$ cat src/rtl/opmode_ctrl.sv
// opmode_ctrl: optionally registered DSP control word with change-settle tracking.
// Define OPMODE_DRC_EN to build the illegal-word checker (drc_err/drc_sticky); otherwise both are tied low.
module opmode_ctrl #(
   parameter int OPMODEREG  = 1,
   parameter int SETTLE_CYC = 2
) (
   input  logic       CLK,
   input  logic       RSTCTRL,
   input  logic       CECTRL,
   input  logic [6:0] OPMODE,
   input  logic [3:0] ALUMODE,
   input  logic [2:0] CARRYINSEL,
   output logic [3:0] xy_sel,
   output logic [2:0] z_sel,
   output logic [3:0] alu_op,
   output logic [2:0] carryin_sel,
   output logic       ctrl_settled,
   output logic       drc_err,
   output logic       drc_sticky
);
   logic [13:0] in_w, eff_w, prev_q;
   logic [3:0]  cnt_q, cnt_d;
   logic        change;
   assign in_w = {OPMODE, ALUMODE, CARRYINSEL};
   generate
      if (OPMODEREG != 0) begin : g_reg
         logic [13:0] ctrl_q, ctrl_d;
         assign ctrl_d = CECTRL ? in_w : ctrl_q;
         always_ff @(posedge CLK)
            ctrl_q <= RSTCTRL ? '0 : ctrl_d;
         assign eff_w = ctrl_q;
      end else begin : g_comb
         logic unused_ce;
         assign unused_ce = CECTRL;
         assign eff_w = in_w;
      end
   endgenerate
   assign xy_sel      = eff_w[10:7];
   assign z_sel       = eff_w[13:11];
   assign alu_op      = eff_w[6:3];
   assign carryin_sel = eff_w[2:0];
   // A change reloads the count even mid-settle, so it can never wrap.
   assign change = eff_w != prev_q;
   assign cnt_d  = change ? 4'(SETTLE_CYC) : (cnt_q != 4'd0 ? cnt_q - 4'd1 : 4'd0);
   always_ff @(posedge CLK) begin
      prev_q <= RSTCTRL ? '0 : eff_w;
      cnt_q  <= RSTCTRL ? '0 : cnt_d;
   end
   assign ctrl_settled = cnt_q == 4'd0;
`ifdef OPMODE_DRC_EN
   logic drc_sticky_q;
   always_comb
      drc_err = ((xy_sel[1:0] == 2'b01) ^ (xy_sel[3:2] == 2'b01)) | (z_sel == 3'b111) | (carryin_sel == 3'b111);
   always_ff @(posedge CLK)
      drc_sticky_q <= RSTCTRL ? 1'b0 : drc_sticky_q | drc_err;
   assign drc_sticky = drc_sticky_q;
`else
   assign drc_err    = 1'b0;
   assign drc_sticky = 1'b0;
`endif
endmodule

$ cat config.mk
export PLATFORM = sky130hd
export DESIGN_NAME = opmode_ctrl
export DESIGN_NICKNAME = d
export VERILOG_FILES = /design/src/rtl/opmode_ctrl.sv
export SDC_FILE = /design/constraint.sdc
export NUM_CORES = 1
export LEC_CHECK = 0
export BUFFER_PORTS_ARGS = -buffer_cell sky130_fd_sc_hd__buf_2
export CORE_MARGIN = 5
export CORE_UTILIZATION = 45
export DETAILED_ROUTE_END_ITERATION = 7
export PLACE_DENSITY = 0.66
export SYNTH_ARGS = -nofsm -noshare
export SYNTH_HDL_FRONTEND = slang
export SYNTH_SLANG_ARGS = --single-unit
$ cat constraint.sdc
create_clock -name CLK -period 2.1 [get_ports CLK]
set_clock_uncertainty 0.2 [all_clocks]
set_input_delay 0.42 -clock CLK [delete_from_list [all_inputs] [get_ports CLK]]
set_output_delay 0.42 -clock CLK [all_outputs]
set_load 0.1 [all_outputs]
==> reports/summary.json <==
{
  "critical_path": {
    "cpPeakStageDelay_ns": 0.41,
    "type_of_destination_of_the_critical_path": "output pin",
    "timing.critical_path.cells": "nor4_4, buf_12",
    "criticalPathCategory": "reg -> out",
    "worst_r2r_path_depth": 4,
    "crit_required_ns": 1.48,
    "crit_path_max_fanout": 3,
    "cp.arrival_ns": 1.32,
    "cp.depth": 2,
    "cp_num_buf_inv": 1,
    "critical-path-top-delay-family": "simple AND/OR/NAND/NOR gates",
    "critical_path.slowest_cell": "nor4_4",
    "crit_start_category": "flop"
  },
  "timing": {
    "final-max-slew-violation-count": 0,
    "finalHoldViolations": 0,
    "final-setup-viol-count": 0,
    "finalCritPeriodShare_pct": 92.21,
    "grt_setup_unrepaired": "no",
    "period_minus_slack_ns": 1.936,
    "timing.fmax_mhz": 516.4,
    "worst_slew_margin_rel_pct": 62.64,
    "max_slew.worst_pin.slew_ns": 0.5604
  },
  "placement": {
    "io_buffers": 31,
    "half_perimeter_wire_length_after_detailed_placement_um": 1550,
    "gpl.final_weighted_congestion": 0.6901,
    "post-place-cells": 167,
    "post_dp_cell_area_mm2": 0.001418
  },
  "drt": {
    "drt_first_iter_violations": 30,
    "detail_route.vias_per_cell": 4.914,
    "firstDrtPassIters": 3,
    "postRouteAntennaNets": 0,
    "routed-via-count": 860,
    "drt_drc_violations_left": 0,
    "post_drt_wl_per_cell_um": 12.38,
    "drt-total-wl_um": 2167
  },
  "clock_network": {
    "worst_skew_pair.late_latency_ns": 0.33,
    "cts_sinks": 32,
    "htree_levels": 2,
    "tritoncts.num_buffers": 5,
    "post-cts-setup-buffer-count": 0,
    "tritoncts": "done",
    "ctsRootBufferMaster": "clkbuf_4",
    "ctsLongestPathBuffers": 2,
    "clkSlewWorstSetupHoldPaths_ns": 0.10,
    "cts.repair.resized": 0,
    "cts-hold-fix-buffers": 0
  },
  "synth": {
    "synth_area_per_cell_um2": 10.90,
    "ys_seq_area_share_pct": 52.46,
    "yosysUniqueCellTypes": 19,
    "synth-seq-cells": 32,
    "yosysWarnings": 0,
    "post_syn_area_mm2": 0.001221,
    "netlist_instances": 112
  },
  "grt": {
    "global_route.usage.total_pct": 13.74,
    "grt_pass1_vias": 818,
    "grt_start_max_net_pins": 33,
    "number_of_antenna_violations_at_the_first_check_in_global_routing": 0,
    "total_global_routing_overflow": 0,
    "grt_pass1_wl_um": 3684
  },
  "finish": {
    "final_layout_size_suffix_gt1_share_pct": 36.55,
    "diodes": 0,
    "finalInstanceArea_mm2": 0.001498,
    "finalNonFillerCells": 175,
    "finalNetCount": 161,
    "area_growth_syn_to_layout_pct": 22.64
  },
  "power_and_ir_drop": {
    "vdd.ir_drop.worst_mv": 0.6550,
    "total_leakage_power_nw": 0.7435,
    "design_power_total_mw": 1.393,
    "pwr_density_cell_mw_per_mm2": 930.3
  },
  "floorplanning": {
    "placementRows": 18,
    "dieArea_mm2": 0.003856,
    "initial_core_util_pct": 47.98,
    "die_w_um": 62.10,
    "fp.coreArea_mm2": 0.002545,
    "num_io_pins": 34,
    "fp.dieH_um": 62.10
  },
  "run_status": {
    "run_status": "completed"
  },
  "job": {
    "max-cap-violations": 0
  },
  "hold_path": {
    "min_path_cells": 3,
    "min_path_type": "in -> reg"
  }
}
[worst paths after layout]
kind,startpoint,end,slack (ns)
worst min-delay path,OPMODE[4],eff_w[11],0.12
worst max-delay path,cnt_q[3],ctrl_settled,0.16
worst min register to register,cnt_q[0],cnt_q[0],0.30
worst max register to register,eff_w[10],cnt_q[3],0.53
[power breakdown]
group / switching (mW) / total [mW] / internal, mW
Clock: 0.209 / 0.457 / 0.248
Combinational: 0.202 / 0.276 / 0.0734
Sequential: 0.0241 / 0.660 / 0.636
[synth_stat cells, drive strengths merged]
master	n	share of area (%)
nor4b	1	1.2
nor3	1	0.41
mux2i	14	11
nand2	2	0.61
conb	1	0.31
xnor2	1	0.72
xor2	14	10
buf	4	2.2
o21ba	1	0.82
nand4	1	1.0
clkbuf	3	0.92
nor4	6	5.1
nor2b	14	7.4
dfxtp	32	52
nor2	16	4.9
o21ai	1	0.41
[final cells by class]
type / instances / area (µm²)
Clock inverter: 3 / 42.54
Sequential cell: 32 / 648.1
Fill cell: 239 / 1047
Clock buffer: 5 / 37.54
Multi-Input combinational cell: 74 / 561.8
Tap cell: 30 / 37.54
Timing Repair Buffer: 31 / 170.2
[metal layers]
metal | vias up | track usage, % | part of all wire [%]
met5 | - | 0 | 0
met4 | 0 | 7.273 | 1.8
met3 | 6 | 6.405 | 6.6
met2 | 23 | 21.89 | 49
met1 | 403 | 15.17 | 42
li1 | 428 | - | -
[through the flow]
step	hold WS, ns	utilization (%)	TNS (ns)	setup WS [ns]
2_1_floorplan	0.2592	-	-0.006123	-0.006123
3_3_place_gp	0.2689	55.70	0	0.5597
3_5_place_dp	0.2883	55.70	0	0.5190
4_1_cts	0.1016	58.85	0	0.1341
5_1_grt	0.1109	58.85	0	0.08844
6_report	0.1182	58.85	0	0.1637
[worst reg2reg max path: stages, from the launching register on]
cell and delay (ns):
dfxtp_2 0.35, xor2_1 0.17, nor4_2 0.32, nand4_2 0.21, nor4b_2 0.25
[sequential cells by signal (all words and copies together), names as in the netlist]
name,cells
eff_w,14
prev_q,14
cnt_q,4
[logic make-up (layout without fill, tap and decap cells)]
| logic type | count (synthesis) | after routing | share of synthesized area [%] |
|---|---|---|---|
| flip-flops | 32 | 32 | 52.46 |
| AND/OR/NAND/NOR | 41 | 41 | 20.70 |
| other | 1 | 2 | 0.3071 |
| multiplexers | 14 | 14 | 11.48 |
| XOR/XNOR | 15 | 15 | 10.76 |
| AO/OA/AOI/OAI | 2 | 2 | 1.229 |
| buffers and inverters | 7 | 39 | 3.073 |
[placed cells by master (no fill, tap or decap), types with 2 or more instances in the layout]
cell and instances:
buf_2 30, dfxtp_1 26, nor2_1 16, xor2_1 14, mux2i_1 14, nor2b_1 13, dfxtp_2 6, clkbuf_4 5
nor4_2 4, nand2_1 2, conb_1 2
Power figures use the tool's default switching activity.
